File: config.mk
export PLATFORM = sky130hd
export DESIGN_NAME = clk_rst_seq_eth
export DESIGN_NICKNAME = d
export VERILOG_FILES = /design/src/rtl/eth_pkg.sv /design/src/rtl/sync_2ff_eth.sv /design/src/rtl/clk_rst_seq_eth.sv
export SDC_FILE = /design/constraint.sdc
export NUM_CORES = 1
export LEC_CHECK = 0
export ABC_AREA = 1
export CORE_ASPECT_RATIO = 0.9
export CORE_UTILIZATION = 50
export DETAILED_ROUTE_END_ITERATION = 10
export MAX_ROUTING_LAYER = met4
export PLACE_DENSITY = 0.69
export RECOVER_POWER = 100
export SKIP_CTS_REPAIR_TIMING = 1
export SLEW_MARGIN = 20
export SYNTH_ARGS = -nofsm -noshare
export SYNTH_HDL_FRONTEND = slang
export SYNTH_SLANG_ARGS = --single-unit
File: constraint.sdc
create_clock -name clk_in -period 5.4 [get_ports clk_in]
set_input_delay 1.08 -clock clk_in [delete_from_list [all_inputs] [get_ports clk_in]]
set_output_delay 1.08 -clock clk_in [all_outputs]
set_load 0.02 [all_outputs]
File: src/rtl/eth_pkg.sv
// Shared types for the Ethernet clock/reset sequencer: FSM state encoding and
// a small elaboration-time helper.
package eth_pkg;

  localparam int unsigned STATE_W = 3;

  typedef enum logic [STATE_W-1:0] {
    ST_MMCM_RST  = 3'd0,
    ST_WAIT_LOCK = 3'd1,
    ST_FILTER    = 3'd2,
    ST_RELEASE   = 3'd3,
    ST_RUN       = 3'd4,
    ST_FAULT     = 3'd5
  } seq_state_e;

  function automatic int unsigned max_u(input int unsigned a, input int unsigned b);
    return (a > b) ? a : b;
  endfunction

endpackage

File: src/rtl/sync_2ff_eth.sv
// Two-flop synchroniser for a single asynchronous level, synchronously reset.
module sync_2ff_eth (
  input  logic clk,
  input  logic rst_n,
  input  logic d,
  output logic q
);

  logic meta;

  always_ff @(posedge clk) begin
    if (!rst_n) begin
      meta <= 1'b0;
      q    <= 1'b0;
    end else begin
      meta <= d;
      q    <= meta;
    end
  end

endmodule

File: src/rtl/clk_rst_seq_eth.sv
// MMCM reset / lock-qualification sequencer with staggered per-channel reset
// release, bounded relock retries and a sticky fault state.
module clk_rst_seq_eth
  import eth_pkg::*;
#(
  parameter int unsigned NUM_CH             = 3,
  parameter int unsigned LOCK_FILT_CYC      = 1024,
  parameter int unsigned RST_PULSE_CYC      = 16,
  parameter int unsigned RELOCK_TIMEOUT_CYC = 65536,
  parameter int unsigned STAGGER_CYC        = 8,
  parameter int unsigned MAX_RETRY          = 3
) (
  input  logic                               clk_in,
  input  logic                               rst_in,
  input  logic                               mmcm_locked_in,
  input  logic                               sw_rst_req_in,
  output logic                               mmcm_rst_out,
  output logic [NUM_CH-1:0]                  ch_rst_n_out,
  output logic                               all_ready_out,
  output logic                               fault_out,
  output logic [$clog2(MAX_RETRY+1)-1:0]     retry_cnt_out,
  output logic [STATE_W-1:0]                 state_out
);

  localparam int unsigned RW      = $clog2(MAX_RETRY + 1);
  localparam int unsigned REL_END = NUM_CH * STAGGER_CYC;
  localparam int unsigned CNT_MAX = max_u(max_u(RST_PULSE_CYC, RELOCK_TIMEOUT_CYC),
                                          max_u(LOCK_FILT_CYC, REL_END));
  localparam int unsigned CW      = $clog2(CNT_MAX + 1);

  logic              lock_s;
  seq_state_e        state_q, state_d;
  logic [CW-1:0]     cnt_q, cnt_d, cnt_inc;
  logic [RW-1:0]     retry_q, retry_d, retry_inc;
  logic              fault_d;
  logic              mmcm_rst_d;
  logic              ready_d;
  logic [NUM_CH-1:0] ch_d;

  sync_2ff_eth u_lock_sync (
    .clk   (clk_in),
    .rst_n (rst_in),
    .d     (mmcm_locked_in),
    .q     (lock_s)
  );

  // One phase counter is shared by every state; it restarts on each transition.
  assign cnt_inc   = (cnt_q == CW'(CNT_MAX)) ? cnt_q : cnt_q + CW'(1);
  assign retry_inc = (retry_q == RW'(MAX_RETRY)) ? retry_q : retry_q + RW'(1);

  always_comb begin
    state_d = state_q;
    cnt_d   = cnt_q;
    retry_d = retry_q;
    fault_d = fault_out;

    case (state_q)
      ST_MMCM_RST: begin
        if (cnt_q >= CW'(RST_PULSE_CYC - 1)) begin
          state_d = ST_WAIT_LOCK;
          cnt_d   = '0;
        end else begin
          cnt_d = cnt_inc;
        end
      end
      ST_WAIT_LOCK: begin
        if (lock_s) begin
          state_d = ST_FILTER;
          cnt_d   = '0;
        end else if (cnt_q >= CW'(RELOCK_TIMEOUT_CYC - 1)) begin
          cnt_d   = '0;
          retry_d = retry_inc;
          state_d = (retry_inc >= RW'(MAX_RETRY)) ? ST_FAULT : ST_MMCM_RST;
        end else begin
          cnt_d = cnt_inc;
        end
      end
      ST_FILTER: begin
        if (!lock_s) begin
          state_d = ST_WAIT_LOCK;
          cnt_d   = '0;
        end else if (cnt_q >= CW'(LOCK_FILT_CYC - 1)) begin
          state_d = ST_RELEASE;
          cnt_d   = '0;
        end else begin
          cnt_d = cnt_inc;
        end
      end
      ST_RELEASE: begin
        if (!lock_s) begin
          state_d = ST_MMCM_RST;
          cnt_d   = '0;
        end else if (cnt_q >= CW'(REL_END)) begin
          state_d = ST_RUN;
          cnt_d   = '0;
          retry_d = '0;
        end else begin
          cnt_d = cnt_inc;
        end
      end
      ST_RUN: begin
        if (!lock_s) begin
          state_d = ST_MMCM_RST;
          cnt_d   = '0;
        end
      end
      ST_FAULT: begin
        fault_d = 1'b1;
      end
      default: begin
        state_d = ST_MMCM_RST;
        cnt_d   = '0;
      end
    endcase

    if (state_d == ST_FAULT) begin
      fault_d = 1'b1;
    end

    // Software request outranks every lock event evaluated above.
    if (sw_rst_req_in) begin
      state_d = ST_MMCM_RST;
      cnt_d   = '0;
      retry_d = '0;
      fault_d = 1'b0;
    end

    mmcm_rst_d = (state_d == ST_MMCM_RST);
    ready_d    = (state_d == ST_RUN);
    ch_d       = '0;
    for (int unsigned k = 0; k < NUM_CH; k++) begin
      ch_d[k] = (state_d == ST_RUN) ||
                ((state_d == ST_RELEASE) && (cnt_d >= CW'((k + 1) * STAGGER_CYC)));
    end
  end

  always_ff @(posedge clk_in) begin
    if (!rst_in) begin
      state_q       <= ST_MMCM_RST;
      cnt_q         <= '0;
      retry_q       <= '0;
      mmcm_rst_out  <= 1'b1;
      ch_rst_n_out  <= '0;
      all_ready_out <= 1'b0;
      fault_out     <= 1'b0;
    end else begin
      state_q       <= state_d;
      cnt_q         <= cnt_d;
      retry_q       <= retry_d;
      mmcm_rst_out  <= mmcm_rst_d;
      ch_rst_n_out  <= ch_d;
      all_ready_out <= ready_d;
      fault_out     <= fault_d;
    end
  end

  assign state_out     = state_q;
  assign retry_cnt_out = retry_q;

endmodule

# Word level (Yosys, flattened, before mapping)
# Cells that the tools add are included.
[op_classes]
addsub = 2
multipliers = 0
div_mod_pow = 0
magnitude_cmp = 8
eq_ne = 14
shifts = 0
mux = 30
bitwise_logic = 1
n_reduce_logical = 12
[ops]
columns = ["cell", "count"]
rows = [
  ["$mux 17", 10],
  ["$pmux 17 s6", 1],
  ["$ge 17x5->1 const B", 3],
  ["$ge 17x4->1 const B", 2],
  ["$mux 3", 10],
  ["$pmux 3 s6", 1],
  ["$add 17x1->17 const B", 1],
  ["$eq 17x17->1 const B", 1],
  ["$ge 17x10->1 const B", 1],
  ["$ge 17x16->1 const B", 1],
  ["$eq 3x3->1 const B", 4],
  ["$mux 2", 5],
  ["$eq 3x2->1 const B", 3],
  ["$logic_not 3->1", 2],
  ["$ne 2x2->1 const B", 3],
  ["$reduce_and 5->1", 1],
  ["$pmux 2 s2", 1],
  ["$reduce_bool 2->1", 2],
  ["$eq 3x1->1 const B", 1],
  ["$logic_and 1x1->1", 3],
  ["$logic_or 1x1->1", 3],
  ["$add 2x1->2 const B", 1],
  ["$eq 2x2->1 const B", 1],
  ["$ge 2x2->1 const B", 1],
  ["4 further kinds", 5],
]
[totals]
reg_bits = 30
latchBits = 0
ram_bits = 0
mem_bits_ro = 0
input_bits = 4
memories = 0

# Logic depth before layout (Yosys ltp)
# Gate-level depths: netlist of the first run.
[logic_depth]
depth_word = 11
ltp_mapped = 19
mapped_depth_nobuf = 19

# Cells and area by module
# From an unflattened synthesis of the first run, not the netlist that was laid out.
[unflattened]
cells_unflattened = 375
hier_area_um2 = 2243.4
[modules_own_cells]
columns = ["mod", "n_inst", "cells_each", "area_per_inst_um2"]
rows = [
  ["clk_rst_seq_eth", 1, 369, 2188.3],
  ["sync_2ff_eth", 1, 6, 55.1],
]

# Worst setup path after synthesis of the first run
# OpenSTA, ideal clock, no wires.
[synth_timing]
path_kind = "register -> register"
from = "register cnt_q[0]"
to = "register ch_rst_n_out[0]"
setup_ns = 0.112
arrival_ns = 2.216
path_slack_ns = 3.072
path_stages_with_launch = 20
synth_period_minus_slack_ns = 2.328
path_cell_list = "dfxtp_1 -> ha_1 -> nand3_1 -> nor2_1 -> nand2_1 -> nor3_1 -> ha_1 -> nor2_1 -> inv_1 -> nor2_4 -> nand3_1 -> nand3_2 -> nand2_1 -> nand2_1 -> nand2_1 -> nand3_1 -> nor2_2 -> nand2_1 -> nand2_1 -> nand2_1"
[synth_between]
elab_chain_cells = 9
word_cells_on_any_way = 31
classes_between = "1 x add/sub; 5 x order compare; 3 x eq/ne; 20 x mux; 2 x reduce/logical"
[synth_lines]
columns = ["item", "line", "rtl"]
rows = [
  ["from (decl)", "clk_rst_seq_eth.sv:33", "logic [CW-1:0] cnt_q, cnt_d, cnt_inc;"],
  ["from (signal assigned)", "clk_rst_seq_eth.sv:148", "cnt_q <= cnt_d;"],
  ["$add 17x1->17 / $eq 17x17->1 (equally long branches)", "clk_rst_seq_eth.sv:48", "assign cnt_inc = (cnt_q == CW'(CNT_MAX)) ? cnt_q : cnt_q + CW'(1);"],
  ["$mux 17", "clk_rst_seq_eth.sv:48", ""],
  ["$mux 17 (on tied branches)", "clk_rst_seq_eth.sv:93, clk_rst_seq_eth.sv:70, clk_rst_seq_eth.sv:82", ""],
  ["$mux 17 (on tied branches)", "clk_rst_seq_eth.sv:90, clk_rst_seq_eth.sv:67, clk_rst_seq_eth.sv:79", ""],
  ["$pmux 17 s6", "clk_rst_seq_eth.sv:57", "case (state_q)"],
  ["$mux 17", "clk_rst_seq_eth.sv:121", "if (sw_rst_req_in) begin"],
  ["$ge 17x4->1", "clk_rst_seq_eth.sv:133", "((state_d == ST_RELEASE) && (cnt_d >= CW'((k + 1) * STAGGER_CYC)));"],
  ["$logic_and 1x1->1", "clk_rst_seq_eth.sv:133", ""],
  ["$logic_or 1x1->1 *", "clk_rst_seq_eth.sv:132", "ch_d[k] = (state_d == ST_RUN) ||"],
  ["to (signal assigned)", "clk_rst_seq_eth.sv:151", "ch_rst_n_out <= ch_d;"],
  ["to (decl)", "clk_rst_seq_eth.sv:18", "output logic [NUM_CH-1:0] ch_rst_n_out,"],
]
# Mark *: on every way between the ends. The rest lies on a longest branch, timed or not.
# A chain may end at the register's enable or synchronous reset.

# Worst setup path in the final report of the first run
[layout_timing]
from = "register cnt_q[0]"
to = "register ch_rst_n_out[1]"
[layout_between]
elab_chain_cells = 9
word_cells_on_any_way = 31
classes_between = "1 x add/sub; 5 x order compare; 3 x eq/ne; 20 x mux; 2 x reduce/logical"
[layout_lines]
columns = ["item", "line"]
rows = [
  ["$add 17x1->17 / $eq 17x17->1 (equally long branches)", "clk_rst_seq_eth.sv:48"],
  ["$mux 17", "clk_rst_seq_eth.sv:48"],
  ["$mux 17 (on tied branches)", "clk_rst_seq_eth.sv:93, clk_rst_seq_eth.sv:70, clk_rst_seq_eth.sv:82"],
  ["$mux 17 (on tied branches)", "clk_rst_seq_eth.sv:90, clk_rst_seq_eth.sv:67, clk_rst_seq_eth.sv:79"],
  ["$pmux 17 s6", "clk_rst_seq_eth.sv:57"],
  ["$mux 17", "clk_rst_seq_eth.sv:121"],
  ["$ge 17x5->1", "clk_rst_seq_eth.sv:133"],
  ["$logic_and 1x1->1", "clk_rst_seq_eth.sv:133"],
  ["$logic_or 1x1->1 *", "clk_rst_seq_eth.sv:132"],
]
# Marked as above.

==> impl_metrics.toml, run 1 <==
[timing]
worst_slew_pin_slew_ns = 0.789
max_clock_freq_ghz = 0.313
max_slew_headroom_pct = 47.2
timing.final.hold_violations = 0
maxSlewViolCount = 0
setup_viol_count_final = 0
finalSetupTns_ns = 0
rsz0062_at_grt = "false"
whs_ns = 0.417
post-route-min-period_ns = 3.19
layout_worst_path_cycle_share_pct = 59.1
clock-skew-final_ns = 0.00254

[synth]
post_synth_num_cell_types = 35
synthesis.instances = 359
yosys-top-cells-area = "sky130_fd_sc_hd__dfxtp_1 (27%), sky130_fd_sc_hd__nand2_1 (15%), sky130_fd_sc_hd__inv_1 (9.9%), sky130_fd_sc_hd__nor2_1 (9.9%), sky130_fd_sc_hd__nand3_1 (6.4%)"
synth-async-reset-ratio_pct = 0
yosysSeqAreaShare_pct = 27.3
ys.flop_type = "sky130_fd_sc_hd__dfxtp_1"
synth_seq_cells = 30
synth.net_count = 366
post_synth_most_frequent_cells = "sky130_fd_sc_hd__nand2_1 (90), sky130_fd_sc_hd__inv_1 (58), sky130_fd_sc_hd__nor2_1 (58), sky130_fd_sc_hd__dfxtp_1 (30), sky130_fd_sc_hd__nand3_1 (28)"
post_synth.cell_area_avg_sq_um = 6.12
synth_enable_flop_cells = 0
yosys.cell_count.top_type = "sky130_fd_sc_hd__nand2_1"
ys_warn_count = 0
synth.largest_area_cell = "sky130_fd_sc_hd__dfxtp_1"
cell_area_after_technology_mapping_sq_um = 2200
synth_top_cell_area_share_pct = 27.3

[critical_path]
critical_path.endpoint_type = "register"
ff2ff_setup_slack_ns = 2.21
setup.worst_path.class = "register to register"
crit_path_start_kind = "register"
crit_fanout = 10
cp_data_arrival_time_ns = 3.41
required_ns = 5.62

[route]
wl_met2_microns = 2440
dr.pass1.iters = 5
first_iter_violations = 314
route.detailed.drc = 0
ant_nets = 0
drt_wl_total_microns = 5930
detail_route.vias_per_cell = 5.39
dr.max_layer_used = "met4"
met3_wirelength_microns = 630
route.vias.total = 2346
routed_wire_length_per_instance_microns = 13.6
length_of_routed_wiring_on_met1_microns = 2730

[clock_network]
cts.path.max_buffers = 2
htreeDepth = 2
numCtsBuffers = 5
cts_root_buffer = "sky130_fd_sc_hd__clkbuf_8"
cts_sinks = 30
clk_transition_reported_paths_ns = 0.06
cts_tree = "built"
clock_latency_of_the_later_clocked_register_in_the_worst_skew_pair_ns = 0.28

[global_routing]
grt_use_total_pct = 28.1
antenna_found_initial = 0
globalRouteOverflowTotal = 0
grt_start_max_net_pins = 19
global_route_wire_length_before_repair_microns = 9840
first_global_vias = 2059

[min_path]
holdCritPathClass = "register to register"

[finish]
area_growth_syn_to_fin_pct = 11.2
ratio_of_cells_with_drive_above_1_in_the_final_layout_pct = 7.20
num-nets-final = 382
antennaDiodeCount = 0
final.fill_count = 415

[die]
design.portCount = 15
die-width_microns = 71.9
standard_cell_core_area_sq_um = 4160
floorplan.die.height_microns = 64.9
die_area_sq_um = 4670
floorplan.rows = 22
initial_core_util_pct = 52.9

[place]
gp_congestion = 0.979
buffer_ports.inserted = 14
hpwlAfterDp_microns = 4560

[power]
ir_drop_mv = 0.222
share_seq_of_total_power_pct = 48.5
switchingPower_mw = 0.0894
switching_share_pct = 19.3
clock_power_share_pct = 48.8
leakage_nw = 1.20
cellPowerDensity_nw_per_um2 = 190
internal-power_mw = 0.374
power_frac_comb_pct = 2.7

[job]
timing.max_cap.violations = 0

[run_status]
run_status = "finished, final reports clean"
-- layer usage --
layer | GRT usage [%] | vias up
li1 | - | 1173
met1 | 40.1 | 1023
met2 | 40.8 | 136
met3 | 4.20 | 14
met4 | 8.58 | 0
met5 | - | -
-- per-stage QoR --
stage	cells	power [mW]	utilization, %	instance area, sq um	setup WS, ns
after floorplan	359	0.238	-	2200	3.07
after global placement	428	0.242	57.3	2380	2.37
after CTS	435	0.466	60.0	2490	2.65
after global routing	435	0.475	58.8	2440	1.88
after detailed placement	428	0.242	57.3	2380	2.36
final	435	0.463	58.8	2440	2.21
-- cells by family (layout without fill, tap and decap cells) --
family / Yosys count / in the layout / synth area share (%)
adder cells (fa/ha/maj): 3 / 3 / 1.71
AO/OA/AOI/OAI: 27 / 27 / 7.51
AND/OR/NAND/NOR: 230 / 230 / 50.4
flip-flops: 30 / 30 / 27.3
buffers and inverters: 66 / 82 / 11.8
XOR/XNOR: 3 / 3 / 1.20
-- worst max-delay path, cell delays in order (launching register included) --
cell and delay [ns]:
sky130_fd_sc_hd__dfxtp_1 0.41, sky130_fd_sc_hd__ha_1 0.22, sky130_fd_sc_hd__nand3_1 0.17, sky130_fd_sc_hd__nor2_1 0.28
sky130_fd_sc_hd__nand2_1 0.13, sky130_fd_sc_hd__nor3_1 0.15, sky130_fd_sc_hd__ha_1 0.16, sky130_fd_sc_hd__nor2_1 0.05
sky130_fd_sc_hd__inv_1 0.06, sky130_fd_sc_hd__nor2_1 0.17, sky130_fd_sc_hd__nand2_1 0.11, sky130_fd_sc_hd__nand3_1 0.08
sky130_fd_sc_hd__a21oi_1 0.34, sky130_fd_sc_hd__nand2_1 0.13, sky130_fd_sc_hd__nand3_1 0.13, sky130_fd_sc_hd__nand2_1 0.09
sky130_fd_sc_hd__nor3_1 0.22, sky130_fd_sc_hd__clkinv_1 0.16, sky130_fd_sc_hd__nand2_1 0.09
-- path summary, 6_finish.rpt --
check,from,end,cells after the start
worst min-delay path,u_lock_sync.meta,u_lock_sync.q,2
worst max-delay path,cnt_q[0],ch_rst_n_out[1],18
worst max register to register,cnt_q[0],ch_rst_n_out[1],18
worst min register to register,u_lock_sync.meta,u_lock_sync.q,2
-- sequential cells by signal (all words and copies together), names as in the netlist --
| signal | cells |
|---|---|
| cnt_q | 17 |
| mmcm_rst_out | 1 |
| retry_cnt_out | 2 |
| all_ready_out | 1 |
| state_out | 3 |
| u_lock_sync.meta | 1 |
| ch_rst_n_out | 3 |
| u_lock_sync.q | 1 |
| fault_out | 1 |
-- power groups by stage --
stage | registers [mW] | logic [mW] | clock network [mW]
2_1_floorplan | 0.228 | 0.00927 | 0
4_1_cts | 0.225 | 0.0129 | 0.228
6_report | 0.225 | 0.0125 | 0.226
5_1_grt | 0.225 | 0.0139 | 0.237
3_5_place_dp | 0.229 | 0.0128 | 0
3_3_place_gp | 0.229 | 0.0127 | 0
-- layout make-up --
class | instances | area, sq um | area share [%]
Clock buffer | 6 | 82.6 | 3.38
Timing Repair Buffer | 14 | 140 | 5.73
Multi-Input combinational cell | 263 | 1290 | 52.6
Tap cell | 60 | 75.1 | 3.07
Inverter | 61 | 229 | 9.37
Sequential cell | 30 | 601 | 24.6
Clock inverter | 1 | 30.0 | 1.23
-- placed cells by master (no fill, tap or decap), drive strengths merged --
cell           synthesis  layout
or2                    1       1
nand4                 16      16
o211ai                 2       2
o21ai                 10      10
nand3b                 3       3
nor3                   8       8
clkinv                 2       3
nor2                  66      66
o21a                   1       1
dlygate4sd3            0      12
nor4                   3       3
bufinv                 0       1
inv                   59      58
nand2                 99      99
a21oi                 12      12
a211oi                 1       1
or3                    1       1
clkdlybuf4s50          0       2
a31oi                  1       1
nand3                 33      33
dfxtp                 30      30
clkbuf                 1       6
xor2                   3       3
ha                     3       3
Power figures use the tool's default switching activity.
==> run 2, diff against run 1 <==
==> constraint.sdc (replaced) <==
create_clock -name clk_in -period 3 [get_ports clk_in]
set_input_delay 0.6 -clock clk_in [delete_from_list [all_inputs] [get_ports clk_in]]
set_output_delay 0.6 -clock clk_in [all_outputs]
set_load 0.02 [all_outputs]
==> run 2 against run 1 <==
- combinational power increased by 120%
- power increased by 66%
- sequential power up 80%
- register-to-register slack worse by 2.0 ns
- maximum frequency increased by 16%
- via count down 1.9%
- final area is 2.6% higher
- critical endpoint unchanged
- clock skew increased by 0.0019 ns
- largest cell class unchanged
==> impl_metrics.toml, run 2 (synthesis gave the netlist of run 1 again) <==
[run_status]
run_status = "finished, final reports clean"

[place]
hpwlAfterDp_microns = 4350
buffer_ports.inserted = 14
placedInstanceArea_sq_um = 2410
gp_congestion = 0.910

[finish]
num-nets-final = 386
finish.utilization_pct = 60.3
registers.top_by_ff_count = "cnt_q"
antennaDiodeCount = 0
ratio_of_cells_with_drive_above_1_in_the_final_layout_pct = 11.3
area_growth_syn_to_fin_pct = 14.0
post_layout_inst_area_sq_um = 2510
final.fill_count = 420
layout.cells.most_common_list = "sky130_fd_sc_hd__nand2_1 (90), sky130_fd_sc_hd__inv_1 (58), sky130_fd_sc_hd__nor2_1 (57), sky130_fd_sc_hd__dfxtp_1 (30), sky130_fd_sc_hd__nand3_1 (28)"
largest_reg_flops = 17
mostFrequentLayoutCell = "sky130_fd_sc_hd__nand2_1"

[global_routing]
global_route_wire_length_before_repair_microns = 9540
use_met2_pct = 42.7
first_global_vias = 2052
grt_busiest_layer = "met2"
globalRouteOverflowTotal = 0
antenna_found_initial = 0
grtUsageMet1_pct = 36.6
grt_util_met3_pct = 4.82
grt_start_max_net_pins = 19
grt_use_total_pct = 27.7

[min_path]
holdCritPathClass = "register to register"

[timing]
worst_slew_pin_slew_ns = 0.699
setup_viol_count_final = 0
max_clock_freq_ghz = 0.364
max_slew_headroom_pct = 53.1
rsz0062_at_grt = "false"
timing.final.hold_violations = 0
post-route-min-period_ns = 2.74
whs_ns = 0.416
finalSetupTns_ns = 0
clock-skew-final_ns = 0.00441
maxSlewViolCount = 0
layout_worst_path_cycle_share_pct = 91.5

[route]
route.detailed.drc = 0
first_iter_violations = 188
drt_wl_total_microns = 5770
route.vias.total = 2301
routed_wire_length_per_instance_microns = 13.1
dr.pass1.iters = 4
ant_nets = 0
detail_route.vias_per_cell = 5.23

[clock_network]
cts.path.max_buffers = 2
cts_sinks = 30
cts_tree = "built"
clk_transition_reported_paths_ns = 0.07
htreeDepth = 2
clock_latency_of_the_later_clocked_register_in_the_worst_skew_pair_ns = 0.29
cts_root_buffer = "sky130_fd_sc_hd__clkbuf_8"
numCtsBuffers = 5

[power]
fin_total_pwr_mw = 0.770
switching_share_pct = 22.8
share_seq_of_total_power_pct = 52.5
ir_drop_mv = 0.286
leakage_nw = 1.22
clock_power_share_pct = 43.9
switchingPower_mw = 0.175
internal-power_mw = 0.595
power_frac_comb_pct = 3.6
cellPowerDensity_nw_per_um2 = 307

[die]
initial_core_util_pct = 52.9
die_area_sq_um = 4670
standard_cell_core_area_sq_um = 4160
die-width_microns = 71.9
floorplan.die.height_microns = 64.9
floorplan.rows = 22
design.portCount = 15

[critical_path]
cp_data_arrival_time_ns = 2.93
setup.worst_path.class = "register to register"
crit_fanout = 10
critical_path.endpoint_type = "register"
crit_path_start_kind = "register"
required_ns = 3.18

[job]
timing.max_cap.violations = 0
==> run 2: cell types whose count changed in the layout (fill, tap and decap cells not counted), sizes merged <==
cell,previous run,this run
inv,58,59
clkdlybuf4s50,2,4
dlygate4sd3,12,10
clkbuf,6,7
bufinv,1,0
buf,0,4
==> run 2: power by group through the flow <==
stage / combinational, mW / clock [mW] / sequential (mW)
2_1_floorplan: 0.0167 / 0 / 0.411
3_3_place_gp: 0.0276 / 0 / 0.413
3_5_place_dp: 0.0275 / 0 / 0.413
4_1_cts: 0.0281 / 0.348 / 0.404
5_1_grt: 0.0295 / 0.364 / 0.404
6_report: 0.0275 / 0.338 / 0.404
==> run 2: worst paths after layout <==
check,to,from,cells past startpoint,slack (ns)
worst max register to register,ch_rst_n_out[1],cnt_q[0],19,0.26
worst max-delay path,ch_rst_n_out[1],cnt_q[0],19,0.26
worst min register to register,u_lock_sync.q,u_lock_sync.meta,2,0.42
worst min-delay path,u_lock_sync.q,u_lock_sync.meta,2,0.42
==> run 2: per-layer routing <==
metal	vias to the layer above	wire length, microns
met5	-	0
met3	16	339
met4	0	127
met1	1031	2660
li1	1183	-
met2	71	2640
==> run 2: critical path: stages (launching register included) <==
cell and delay [ns]:
sky130_fd_sc_hd__dfxtp_1 0.41, sky130_fd_sc_hd__ha_1 0.21, sky130_fd_sc_hd__nand3_1 0.20, sky130_fd_sc_hd__nor2_2 0.24
sky130_fd_sc_hd__nand2_1 0.09, sky130_fd_sc_hd__nor3_1 0.15, sky130_fd_sc_hd__ha_1 0.17, sky130_fd_sc_hd__nor2_1 0.05
sky130_fd_sc_hd__inv_1 0.10, sky130_fd_sc_hd__nor2_4 0.08, sky130_fd_sc_hd__nand3_1 0.08, sky130_fd_sc_hd__nand3_2 0.16
sky130_fd_sc_hd__nand2_1 0.09, sky130_fd_sc_hd__nand2_1 0.05, sky130_fd_sc_hd__nand2_1 0.09, sky130_fd_sc_hd__nand3_1 0.10
sky130_fd_sc_hd__nor2_2 0.17, sky130_fd_sc_hd__nand2_1 0.07, sky130_fd_sc_hd__nand2_1 0.05, sky130_fd_sc_hd__nand2_1 0.05
==> run 2: cell type report <==
type                    count  area, sq um  area share (%)
well taps                  60         75.1            3.00
inverters                  61          229            9.14
clock buffers               7         86.3            3.44
clock inverters             1         5.00           0.200
repair buffers             18          170            6.79
flip-flops and latches     30          601            24.0
multi-input cells         263         1340            53.5
==> run 2: per-stage QoR <==
stage                     std cells  setup slack, ns
final                           440            0.256
after global routing            440           0.0364
after CTS                       440            0.246
after detailed placement        432            0.289
after global placement          432            0.344
after floorplan                 359            0.672
